--- src/rtl/ifu_pkg.sv ---
// ---------------------------------------------------------------------------
// ifu_pkg
// Shared types and constants for the instruction fetch unit.
//   ifu_state_e  : fetch FSM states (FETCH, FAULT)
//   OPC_*        : RV32I control-transfer opcodes recognised by predecode
//   ifu_entry_t  : one buffered instruction {pc, instr, is_ctrl}
//   IFU_DEPTH    : instruction queue depth
//   IFU_RESET_PC : default first fetch address after reset
// ---------------------------------------------------------------------------
package ifu_pkg;

  typedef enum logic {
    FETCH = 1'b0,
    FAULT = 1'b1
  } ifu_state_e;

  localparam logic [6:0]  OPC_BRANCH   = 7'b1100011;
  localparam logic [6:0]  OPC_JAL      = 7'b1101111;
  localparam logic [6:0]  OPC_JALR     = 7'b1100111;

  localparam int          IFU_DEPTH    = 2;
  localparam logic [31:0] IFU_RESET_PC = 32'h0000_0000;

  typedef struct packed {
    logic [31:0] pc;
    logic [31:0] instr;
    logic        is_ctrl;
  } ifu_entry_t;

  // True for branch, JAL and JALR encodings.
  function automatic logic is_ctrl_op(input logic [31:0] instr);
    return (instr[6:0] == OPC_BRANCH) ||
           (instr[6:0] == OPC_JAL)    ||
           (instr[6:0] == OPC_JALR);
  endfunction

endpackage

--- src/rtl/instr_fetch_if.sv ---
// ---------------------------------------------------------------------------
// instr_fetch_if
// Bundles the instruction-memory port, the decode-side valid/ready stream
// and the redirect/fault signals of the fetch unit.
//   master : the fetch unit (drives o_* signals)
//   slave  : memory + decode + execute side (drives i_* signals)
// ---------------------------------------------------------------------------
interface instr_fetch_if;
  logic        o_imem_req;
  logic [31:0] o_imem_addr;
  logic [31:0] i_imem_rdata;
  logic        o_valid;
  logic        i_ready;
  logic [31:0] o_instr;
  logic [31:0] o_pc;
  logic        o_is_ctrl;
  logic        i_redirect;
  logic [31:0] i_redirect_pc;
  logic        o_fault;

  modport master (
    output o_imem_req, o_imem_addr, o_valid, o_instr, o_pc, o_is_ctrl, o_fault,
    input  i_imem_rdata, i_ready, i_redirect, i_redirect_pc
  );

  modport slave (
    input  o_imem_req, o_imem_addr, o_valid, o_instr, o_pc, o_is_ctrl, o_fault,
    output i_imem_rdata, i_ready, i_redirect, i_redirect_pc
  );
endinterface

--- src/rtl/ifu_fifo.sv ---
// ---------------------------------------------------------------------------
// ifu_fifo
// IFU_DEPTH-entry instruction queue. Head entry is read combinationally so
// decode sees it the cycle it becomes valid.
// Ports:
//   i_clk, i_rst_n : clock, synchronous active-low reset
//   i_push         : write i_push_entry at the tail
//   i_pop          : drop the head entry
//   i_flush        : empty the queue (overrides push/pop)
//   o_head         : head entry (stable while not popped)
//   o_count        : number of valid entries (0..IFU_DEPTH)
// ---------------------------------------------------------------------------
module ifu_fifo
  import ifu_pkg::*;
(
  input  logic       i_clk,
  input  logic       i_rst_n,
  input  logic       i_push,
  input  ifu_entry_t i_push_entry,
  input  logic       i_pop,
  input  logic       i_flush,
  output ifu_entry_t o_head,
  output logic [1:0] o_count
);

  ifu_entry_t             entry_reg [IFU_DEPTH];
  logic [1:0]             count_reg;
  logic                   wr_ptr_reg;
  logic                   rd_ptr_reg;
  logic                   do_push;
  logic                   do_pop;
  logic [IFU_DEPTH-1:0]   wr_en;

  assign do_pop  = i_pop && (count_reg != 2'd0);
  // A full queue may still accept a push when the head leaves this cycle.
  assign do_push = i_push && ((count_reg != 2'(IFU_DEPTH)) || do_pop);

  for (genvar gi = 0; gi < IFU_DEPTH; gi++) begin : g_wr_en
    assign wr_en[gi] = do_push && !i_flush && (wr_ptr_reg == 1'(gi));
  end

  always_ff @(posedge i_clk) begin
    if (!i_rst_n) begin
      for (int i = 0; i < IFU_DEPTH; i++) begin
        entry_reg[i] <= '0;
      end
    end else begin
      for (int i = 0; i < IFU_DEPTH; i++) begin
        if (wr_en[i]) begin
          entry_reg[i] <= i_push_entry;
        end
      end
    end
  end

  always_ff @(posedge i_clk) begin
    if (!i_rst_n || i_flush) begin
      count_reg  <= 2'd0;
      wr_ptr_reg <= 1'b0;
      rd_ptr_reg <= 1'b0;
    end else begin
      if (do_push) begin
        wr_ptr_reg <= ~wr_ptr_reg;
      end
      if (do_pop) begin
        rd_ptr_reg <= ~rd_ptr_reg;
      end
      count_reg <= count_reg + {1'b0, do_push} - {1'b0, do_pop};
    end
  end

  assign o_head  = entry_reg[rd_ptr_reg];
  assign o_count = count_reg;

endmodule

--- src/rtl/instr_fetch.sv ---
// ---------------------------------------------------------------------------
// instr_fetch
// RV32I instruction fetch unit: owns the fetch PC, issues word reads to a
// one-cycle-latency instruction memory, buffers returned words in a 2-entry
// queue and presents them to decode over valid/ready. A redirect flushes the
// queue, drops the in-flight response and restarts at the target; a
// misaligned target parks the unit in FAULT until an aligned redirect.
// Ports:
//   i_clk, i_rst_n : clock, synchronous active-low reset
//   bus (master)   : imem req/addr/rdata, decode valid/ready/instr/pc/is_ctrl,
//                    redirect/redirect_pc, fault
// Parameter:
//   RESET_PC       : first fetch address after reset
// Build option:
//   IFU_PREDECODE_EN : when defined, each queued entry carries a flag marking
//                      branch/JAL/JALR opcodes; otherwise o_is_ctrl is 0.
// ---------------------------------------------------------------------------
module instr_fetch
  import ifu_pkg::*;
#(
  parameter logic [31:0] RESET_PC = IFU_RESET_PC
) (
  input logic           i_clk,
  input logic           i_rst_n,
  instr_fetch_if.master bus
);

  ifu_state_e  state_reg;
  ifu_state_e  state_next;
  logic [31:0] fetch_pc_reg;
  logic [31:0] inflight_pc_reg;
  logic        inflight_reg;
  logic        fetch_en;
  logic        fault;
  logic [1:0]  fifo_count;
  logic [1:0]  occupancy;
  ifu_entry_t  head;
  ifu_entry_t  push_entry;
  logic        push;
  logic        pop;
  logic        req;
  logic        redirect_aligned;
  logic        push_is_ctrl;

  assign redirect_aligned = (bus.i_redirect_pc[1:0] == 2'b00);

  // ---------------- FSM: state register ----------------
  always_ff @(posedge i_clk) begin
    if (!i_rst_n) begin
      state_reg <= FETCH;
    end else begin
      state_reg <= state_next;
    end
  end

  // ---------------- FSM: next state ----------------
  always_comb begin
    state_next = state_reg;
    if (bus.i_redirect) begin
      state_next = redirect_aligned ? FETCH : FAULT;
    end
  end

  // ---------------- FSM: outputs ----------------
  always_comb begin
    fetch_en = 1'b0;
    fault    = 1'b0;
    case (state_reg)
      FETCH: fetch_en = 1'b1;
      FAULT: fault    = 1'b1;
    endcase
  end

  // ---------------- Request / handshake ----------------
  // Occupancy counts queued words plus the one in flight, so a request is
  // only issued when its response is guaranteed a queue slot.
  assign occupancy = fifo_count + {1'b0, inflight_reg};
  assign pop       = bus.o_valid && bus.i_ready && !bus.i_redirect;
  assign req       = i_rst_n && fetch_en && !bus.i_redirect &&
                     ((occupancy < 2'd2) || ((occupancy == 2'd2) && pop));
  // A response arriving in a redirect cycle belongs to the old stream.
  assign push      = inflight_reg && !bus.i_redirect;

`ifdef IFU_PREDECODE_EN
  assign push_is_ctrl = is_ctrl_op(bus.i_imem_rdata);
`else
  assign push_is_ctrl = 1'b0;
`endif

  assign push_entry = '{pc: inflight_pc_reg, instr: bus.i_imem_rdata, is_ctrl: push_is_ctrl};

  // ---------------- PC and in-flight tracking ----------------
  always_ff @(posedge i_clk) begin
    if (!i_rst_n) begin
      fetch_pc_reg    <= RESET_PC;
      inflight_reg    <= 1'b0;
      inflight_pc_reg <= 32'h0;
    end else if (bus.i_redirect) begin
      inflight_reg <= 1'b0;
      if (redirect_aligned) begin
        fetch_pc_reg <= bus.i_redirect_pc;
      end
    end else begin
      inflight_reg <= req;
      if (req) begin
        inflight_pc_reg <= fetch_pc_reg;
        fetch_pc_reg    <= fetch_pc_reg + 32'd4;  // wraps modulo 2^32
      end
    end
  end

  ifu_fifo u_fifo (
    .i_clk        (i_clk),
    .i_rst_n      (i_rst_n),
    .i_push       (push),
    .i_push_entry (push_entry),
    .i_pop        (pop),
    .i_flush      (bus.i_redirect),
    .o_head       (head),
    .o_count      (fifo_count)
  );

  assign bus.o_imem_req  = req;
  assign bus.o_imem_addr = fetch_pc_reg;
  assign bus.o_valid     = (fifo_count != 2'd0);
  assign bus.o_instr     = head.instr;
  assign bus.o_pc        = head.pc;
  assign bus.o_is_ctrl   = head.is_ctrl;
  assign bus.o_fault     = fault;

endmodule

--- src/flat_wrapper.sv ---
// flat-port wrapper written by rule: the top's interface ports become plain ports
module instr_fetch_flat import ifu_pkg::*;
#(
  parameter logic [31:0] RESET_PC = IFU_RESET_PC
)
  (i_clk, i_rst_n, bus_o_imem_req, bus_o_imem_addr, bus_o_valid, bus_o_instr, bus_o_pc, bus_o_is_ctrl, bus_o_fault, bus_i_imem_rdata, bus_i_ready, bus_i_redirect, bus_i_redirect_pc);
  instr_fetch_if bus_i ();
  input logic i_clk;
  input logic i_rst_n;
  output wire logic [$bits(bus_i.o_imem_req)-1:0] bus_o_imem_req;
  output wire logic [$bits(bus_i.o_imem_addr)-1:0] bus_o_imem_addr;
  output wire logic [$bits(bus_i.o_valid)-1:0] bus_o_valid;
  output wire logic [$bits(bus_i.o_instr)-1:0] bus_o_instr;
  output wire logic [$bits(bus_i.o_pc)-1:0] bus_o_pc;
  output wire logic [$bits(bus_i.o_is_ctrl)-1:0] bus_o_is_ctrl;
  output wire logic [$bits(bus_i.o_fault)-1:0] bus_o_fault;
  input wire logic [$bits(bus_i.i_imem_rdata)-1:0] bus_i_imem_rdata;
  input wire logic [$bits(bus_i.i_ready)-1:0] bus_i_ready;
  input wire logic [$bits(bus_i.i_redirect)-1:0] bus_i_redirect;
  input wire logic [$bits(bus_i.i_redirect_pc)-1:0] bus_i_redirect_pc;
  assign bus_o_imem_req = bus_i.o_imem_req;
  assign bus_o_imem_addr = bus_i.o_imem_addr;
  assign bus_o_valid = bus_i.o_valid;
  assign bus_o_instr = bus_i.o_instr;
  assign bus_o_pc = bus_i.o_pc;
  assign bus_o_is_ctrl = bus_i.o_is_ctrl;
  assign bus_o_fault = bus_i.o_fault;
  assign bus_i.i_imem_rdata = bus_i_imem_rdata;
  assign bus_i.i_ready = bus_i_ready;
  assign bus_i.i_redirect = bus_i_redirect;
  assign bus_i.i_redirect_pc = bus_i_redirect_pc;
  instr_fetch #(.RESET_PC(RESET_PC)) u_core (.i_clk(i_clk), .i_rst_n(i_rst_n), .bus(bus_i));
endmodule
--- config.mk ---
export PLATFORM = sky130hd
export DESIGN_NAME = instr_fetch_flat
export DESIGN_NICKNAME = d
export VERILOG_FILES = /design/src/rtl/ifu_pkg.sv /design/src/rtl/instr_fetch_if.sv /design/src/rtl/ifu_fifo.sv /design/src/rtl/instr_fetch.sv /design/src/flat_wrapper.sv
export SDC_FILE = /design/constraint.sdc
export NUM_CORES = 1
export LEC_CHECK = 0
export CORE_MARGIN = 2
export CORE_UTILIZATION = 40
export DETAILED_ROUTE_END_ITERATION = 12
export PLACE_DENSITY_LB_ADDON = 0.25
export SLEW_MARGIN = 20
export SYNTH_ARGS = -nofsm -noshare
export SYNTH_HDL_FRONTEND = slang
export SYNTH_SLANG_ARGS = --single-unit
--- constraint.sdc ---
create_clock -name i_clk -period 10.1 [get_ports i_clk]
set_input_delay 2.02 -clock i_clk [delete_from_list [all_inputs] [get_ports i_clk]]
set_output_delay 2.02 -clock i_clk [all_outputs]
set_load 0.01 [all_outputs]
**After elaboration in Yosys (flattened, before gate mapping)**

Memory sizes are Yosys's and may differ from the RTL's. A register that Yosys moved wholly into a read port is not among the register bits.
Cells that the tools add are included.
Widths: inputs -> output; s select.

- Equality and inequality tests: 3
- Reductions and logical operators: 23
- Bitwise logic cells: 6
- Muxes and demuxes: 17
- Add/subtract/negate cells: 4
- Order comparisons: 1

Operator list:

| kind | count |
|---|---|
| $mux 64 | 2 |
| $mux 32 | 3 |
| $add 32x3->32 const B | 1 |
| $logic_and 1x1->1 | 12 |
| $mux 1 | 12 |
| $add 2x1->2 | 2 |
| $not 1->1 | 4 |
| $reduce_and 2->1 | 2 |
| $reduce_bool 2->1 | 2 |
| $logic_or 1x1->1 | 3 |
| $eq 2x2->1 const B | 1 |
| $logic_not 1->1 | 2 |
| $logic_not 2->1 | 1 |
| $lt 2x2->1 const B | 1 |
| $ne 2x1->1 const B | 1 |
| $ne 2x2->1 const B | 1 |
| $or 1x1->1 | 2 |
| $reduce_or 2->1 | 1 |
| $sub 2x1->2 | 1 |

- RAM bits: 128
- Logic and storage cells: 62
- Input port bits: 68
- Flip-flop bits (word level): 70
- Memories kept: 1

Memories:

| memory | depth | bits a word | read ports | clocked after Yosys merged registers in | write ports | line | source |
|---|---|---|---|---|---|---|---|
| u_core.u_fifo.entry_reg | 2 | 64 | 1 | 1 | 2 | ifu_fifo.sv:26 | `ifu_entry_t entry_reg [IFU_DEPTH];` |

**Longest topological paths before layout**

Gate-level depths: netlist (run 1).

- Depth in word-level cells: 12
- Gate-level depth with buffers: 10
- Depth with buffers taken out: 9

**Hierarchy**

Synthesis (run 1) repeated with hierarchy kept, for this count alone.

- Cell total of the unflattened synthesis: 705
- Area, all modules: 8,673.3 µm²

By module, submodules not included:

| module | instances | cells an instance | seq. area each (µm²) | area each (µm²) |
|---|---|---|---|---|
| ifu_fifo | 1 | 302 | 4,003.8 | 5,477.8 |
| instr_fetch | 1 | 403 | 1,321.3 | 3,195.6 |

**Worst setup path after synthesis (run 1)**

OpenSTA, ideal clock, no wires.

- Path type: input to register
- From: input port bus_i_redirect
- To: memory u_core.u_fifo.entry_reg[0][0] in the netlist's numbering, enable pin
- Cell stages on the path: 4
- Data required time: 9.525 ns
- Setup time: 0.575 ns
- Buffers on the path: 1
- Path slack: 2.568 ns
- Data arrival time: 6.957 ns
- Cells stage by stage: buf_4 -> inv_2 -> o311ai_1 -> o21ai_0

RTL lines:

| what | line | source |
|---|---|---|
| from (decl) | flat_wrapper.sv:19 | `input wire logic [$bits(bus_i.i_redirect)-1:0] bus_i_redirect;` |
| to (decl) | ifu_fifo.sv:26 |  |

**Worst setup path after layout (run 1)**

- From: input port bus_i_redirect
- To: output port bus_o_imem_req

- Longest elaborated chain between the ends: 5

Ends and longest elaborated chain:

| what | line | source |
|---|---|---|
| $logic_not 1->1 (*) | instr_fetch.sv:78, instr_fetch.sv:79 |  |
| $logic_and 1x1->1 | instr_fetch.sv:78 | `assign pop = bus.o_valid && bus.i_ready && !bus.i_redirect;` |
| $logic_and 1x1->1 | instr_fetch.sv:80 | `((occupancy < 2'd2) \|\| ((occupancy == 2'd2) && pop));` |
| $logic_or 1x1->1 | instr_fetch.sv:80 |  |
| $logic_and 1x1->1 (*) | instr_fetch.sv:79 | `assign req = i_rst_n && fetch_en && !bus.i_redirect &&` |
| to (decl) | flat_wrapper.sv:10 | `output wire logic [$bits(bus_i.o_imem_req)-1:0] bus_o_imem_req;` |

Mark *: on every way between the ends. The rest lies on a longest branch, timed or not.

==> results.yml, run 1 <==
critical_path:
  critical_path.max_stage_delay_ns: 0.74
  cp-start-kind: "input port"
  worstPathCellList: "buf_2 -> buf_4 -> nor3b_1 -> o2111ai_4 -> buf_4 -> inv_1 -> clkdlybuf4s50_1"
  startpoint: "bus_i_redirect"
  path_class: "input port to output port"
  r2r-end: "u_core.inflight_pc_reg[29]$_SDFFE_PN0P_"
  ff2ff_setup_slack_ns: 7.48
  r2r_cells: 7
  worstPathArrival_ns: 4.79
  worstPathMaxFanout: 64
  crit_path_end_kind: "output port"
  r2r-start: "u_core.u_fifo.o_count[0]$_SDFF_PP0_"
  cpMaxStageDelayCell: "inv_1"
  crit_required_ns: 8.08
  crit_path_frequent_cell: "buf_4"
  crit_buf_inv: 5
  critPathTopFamily: "buffers and inverters"
drt:
  first_iter_violations: 310
  viasPerCell: 5.16
  drc_errors: 0
  wl_mm: 18.9
  final_antenna_net_count: 0
  dr.pass1.iters: 4
  wl_per_cell_um: 16.4
  via_count: 5954
synthesis:
  synth_top_area_cell: "edfxtp_1"
  synth_nets: 792
  synth_top_area_share_pct: 45.5
  synth_edf_count: 128
  ys_seq_area_share_pct: 62.3
  yosysMostFrequentCell: "edfxtp_1"
  avgSynthCellArea_um2: 11.7
  synth.area.top_cells: "edfxtp_1, dfxtp_1, mux2_2"
  syn-cell-area_mm2: 0.00846
  synth-async-reset-ratio_pct: 0
  synth-main-ff-cell: "edfxtp_1"
  yosysUniqueCellTypes: 61
  synth-seq-cells: 199
  ys.warnings.count: 0
  synth_cells: 720
  synth_commonest_cells: "edfxtp_1, nand2_1, dfxtp_1, and2_1, mux2_2"
global_routing:
  antenna_found_initial: 0
  grt_max_degree: 65
  first_global_vias: 5636
  grt_pass1_wl_mm: 29.5
  grt.overflow.total: 0
  grt_use_total_pct: 17.0
cells_and_area:
  antennaDiodeCount: 0
  syn2layout_area_growth_pct: 29.9
  finalNonFillerCells: 1153
  fillers: 1848
  num-nets-final: 937
  drive_gt1_share_pct: 13.8
  largest_register_ffs: 128
sta:
  layout_min_cycle_time_ns: 6.81
  maxSlewHeadroom_pct: 37.8
  grt_setup_unrepaired: "false"
  final_max_slew_viol_count: 0
  finalHoldViolCount: 0
  max_clock_freq_mhz: 147
  hold_ws_ns: 0.450
  fin_skew_ns: 0.00923
  worst_pin_slew_ns: 0.932
  period_share_pct: 67.4
  tns_ns: 0
  finalSetupViolCount: 0
clock_network:
  cts_hold_buf: 0
  worstSkewPairLatency_ns: 0.43
  post_cts_buffers: 0
  cts_max_level: 4
  post_cts_resized: 0
  cts_tree: "yes"
  cts_buffer_depth: 2
  path_clk_slew_ns: 0.07
  root_buffer: "clkbuf_16"
  clock-sinks: 199
  cts_buffers: 17
hold_path:
  hold_depth: 2
  hp-class: "register to register"
  holdPathEnd: "u_core.inflight_pc_reg[26]$_SDFFE_PN0P_"
  min-delay-start: "u_core.inflight_pc_reg[26]$_SDFFE_PN0P_"
placement:
  port_buffers: 166
  detailed_place_hpwl_mm: 11.6
  dp_cells: 1121
  gp_congestion: 0.818
die:
  die_w_um: 149
  core-area_mm2: 0.0209
  num_io_pins: 168
  die_y_um: 149
  die_area_mm2: 0.0223
  rows: 53
  initial_core_util_pct: 40.5
power:
  leakagePower_nw: 3.88
  powerDensity_mw_per_mm2: 162
  total_power_mw: 1.78
  vdd_ir_drop_max_mv: 0.101
run:
  drv_cap: 0
status:
  status: "completed"
==> cell type report <==
cell class	instances	area (µm²)	area share [%]
clock buffer	21	482	4.39
clock inverter	11	134	1.22
inverter	9	33.8	0.308
multi-input combinational	462	2990	27.2
sequential	199	5270	48.0
tap	275	344	3.13
timing repair buffer	176	1730	15.8
==> cell usage in the layout, fill, tap and decap left out, drive strengths merged, types with 4 or more instances in the layout <==
master	instances
ha	4
a21oi	57
a211oi	5
dfxtp	71
buf	11
and3	9
clkdlybuf4s50	165
o21ai	19
nand4	15
mux2i	5
a31oi	6
clkinv	6
nand3	14
nand2	92
and2	67
clkbuf	21
xnor2	4
nor4	5
inv	12
mux2	64
edfxtp	128
nor3	10
a22o	4
nor2	34
==> tightest hold or removal path: stages (launching register included) <==
cell	delay, ns
dfxtp_1	0.31
nand2_1	0.05
a21oi_1	0.05
==> through the flow <==
stage	setup WS, ns	area, µm²	utilization [%]
final	3.29	11000	52.6
after global routing	3.10	11000	52.6
after CTS	3.26	11000	52.6
after detailed placement	3.26	10400	49.6
after global placement	3.33	10400	49.6
after floorplan	2.57	8460	-
==> worst max-delay path by stage <==
stage | end | slack (ns) | cells after the start
2_1_floorplan | u_core.u_fifo.entry_reg[0][0]$_DFFE_PP_ | 2.57 | 4
3_3_place_gp | bus_o_imem_req | 3.33 | 7
3_5_place_dp | bus_o_imem_req | 3.26 | 7
4_1_cts | bus_o_imem_req | 3.26 | 7
5_1_grt | bus_o_imem_req | 3.10 | 7
6_report | bus_o_imem_req | 3.29 | 7
==> layer usage <==
| metal | up-vias | share of wire, % | wire, µm | global-route usage (%) |
|---|---|---|---|---|
| li1 | 2905 | - | - | - |
| met1 | 2834 | 49 | 9270 | 24.7 |
| met2 | 197 | 43 | 8110 | 25.5 |
| met3 | 18 | 7.1 | 1330 | 4.01 |
| met4 | 0 | 0.87 | 165 | 4.43 |
| met5 | - | 0 | 0 | 0 |
==> power by group <==
part           internal, mW  switching [mW]  total, mW
sequential            0.898          0.0225      0.921
combinational        0.0879          0.0785      0.166
clock                 0.398           0.299      0.696
total                  1.38           0.400       1.78
==> cells by family after synthesis <==
| logic type | share of synthesized area (%) |
|---|---|
| xor+xnor | 0.518 |
| mux | 9.11 |
| fa+ha+maj | 0.592 |
| compound gates | 9.10 |
| simple gates | 15.5 |
| flops | 62.3 |
| buf+inv | 2.87 |
| other cells | 0.0443 |
No activity file was read; power rests on OpenSTA's default activity.
==> run 2, diff against run 1 <==
Clock period 10.1 ns to 6.6 ns, I/O delays scaled along.
==> run 2 against run 1 <==
Compared with the run above: utilization hardly changed; cell count stayed put; total power is 53% higher; setup slack worse by 1.6 ns; clock-buffer cell count is 3 lower; sequential cell count stayed put; critical path type unchanged; critical endpoint unchanged; highest routed layer unchanged.
==> results.yml, run 2 (synthesis results as in run 1) <==
die:
  rows: 53
  initial_core_util_pct: 40.5
  die_area_mm2: 0.0223
  die_y_um: 149
  core-area_mm2: 0.0209
  num_io_pins: 168
  die_w_um: 149
drt:
  drc_errors: 0
  first_iter_violations: 405
  dr.pass1.iters: 5
  wl_mm: 19.2
  viasPerCell: 5.16
  via_count: 5946
  wl_per_cell_um: 16.6
  final_antenna_net_count: 0
cells_and_area:
  num-nets-final: 937
  syn2layout_area_growth_pct: 29.8
  multi_input_area_mm2: 0.00299
  largest_register_ffs: 128
  finalInstanceArea_mm2: 0.0110
  final_cell_mix: "clkdlybuf4s50_1, edfxtp_1, nand2_1"
  antennaDiodeCount: 0
  drive_gt1_share_pct: 13.9
  final_common_cell: "clkdlybuf4s50_1"
  fillers: 1873
  seqCellArea_mm2: 0.00527
clock_network:
  post_cts_buffers: 0
  root_buffer: "clkbuf_16"
  cts_buffer_depth: 2
  worstSkewPairLatency_ns: 0.43
  clock-sinks: 199
  cts_max_level: 4
  cts_buffers: 17
  cts_hold_buf: 0
  post_cts_resized: 0
  path_clk_slew_ns: 0.07
  cts_tree: "yes"
sta:
  maxSlewHeadroom_pct: 29.8
  layout_min_cycle_time_ns: 4.93
  tns_ns: 0
  grt_setup_unrepaired: "false"
  worst_pin_slew_ns: 1.05
  final_max_slew_viol_count: 0
  finalHoldViolCount: 0
  period_share_pct: 74.6
  finalSetupViolCount: 0
  max_clock_freq_mhz: 203
  fin_skew_ns: 0.0139
critical_path:
  crit_path_end_kind: "output port"
  cp-start-kind: "input port"
  path_class: "input port to output port"
  worstPathArrival_ns: 3.61
  crit_required_ns: 5.28
  worstPathMaxFanout: 43
  r2r_cells: 7
placement:
  gp_congestion: 0.826
  detailed_place_hpwl_mm: 12.0
  port_buffers: 166
  post_dp_cell_area_mm2: 0.0104
run:
  drv_cap: 0
global_routing:
  first_global_vias: 5730
  grt_use_total_pct: 17.5
  grt_max_degree: 65
  antenna_found_initial: 0
  grt.overflow.total: 0
  grt_pass1_wl_mm: 30.5
hold_path:
  hp-class: "register to register"
  hold_depth: 2
power:
  vdd_ir_drop_max_mv: 0.160
  powerDensity_mw_per_mm2: 248
  leakagePower_nw: 3.88
status:
  status: "completed"
-- run 2: cell count changes in the layout (fill, tap and decap cells not counted), sizes merged --
cell	delta
clkinvlp	+1
inv	+2
clkbuf	-3
-- run 2: final timing paths --
path | startpoint | endpoint | slack, ns
worst max register to register | u_core.u_fifo.o_count[0]$_SDFF_PP0_ | u_core.bus.o_imem_addr[19]$_SDFFE_PN0P_ | 3.47
worst min-delay path | u_core.inflight_pc_reg[6]$_SDFFE_PN0P_ | u_core.inflight_pc_reg[6]$_SDFFE_PN0P_ | 0.45
worst max-delay path | bus_i_ready | bus_o_imem_req | 1.67
worst min register to register | u_core.inflight_pc_reg[6]$_SDFFE_PN0P_ | u_core.inflight_pc_reg[6]$_SDFFE_PN0P_ | 0.45
-- run 2: final cells by class --
type                            count  share of cell area (%)
Tap cell                          275                    3.13
Sequential cell                   199                    48.0
Multi-Input combinational cell    462                    27.2
Inverter                            9                   0.308
Clock inverter                     14                    1.45
Clock buffer                       18                    4.10
Timing Repair Buffer              176                    15.8
-- run 2: critical path, stage by stage --
cell and delay [ns]:
clkdlybuf4s50_1 0.49, nor3b_1 0.33, o2111ai_4 0.15, buf_4 0.30, inv_1 0.09, buf_4 0.30, clkdlybuf4s50_1 0.60
-- run 2: per-stage QoR --
step           total power [mW]  setup slack [ns]  instances  utilization, %  hold WS [ns]
3_3_place_gp               1.69              1.66       1121            49.6         0.440
2_1_floorplan              1.55            -0.232        720               -         0.432
3_5_place_dp               1.69              1.64       1121            49.6         0.442
6_report                   2.73              1.67       1153            52.6         0.450
5_1_grt                    2.84              1.51       1153            52.6         0.471
4_1_cts                    2.75              1.64       1153            52.6         0.452
-- run 2: routing by layer --
metal  routed length [µm]  up-vias  global-route usage [%]
met5                    0        -                       0
met4                  148        0                    4.19
met3                 1490       10                    4.34
met2                 8650      239                    26.5
met1                 8850     2799                    25.4
li1                     -     2898                       -
-- run 2: where the power goes --
group	internal, mW	switching, mW	total [mW]
Clock	0.591	0.471	1.06
Combinational	0.135	0.121	0.256
Sequential	1.37	0.0338	1.41
Total	2.10	0.626	2.73
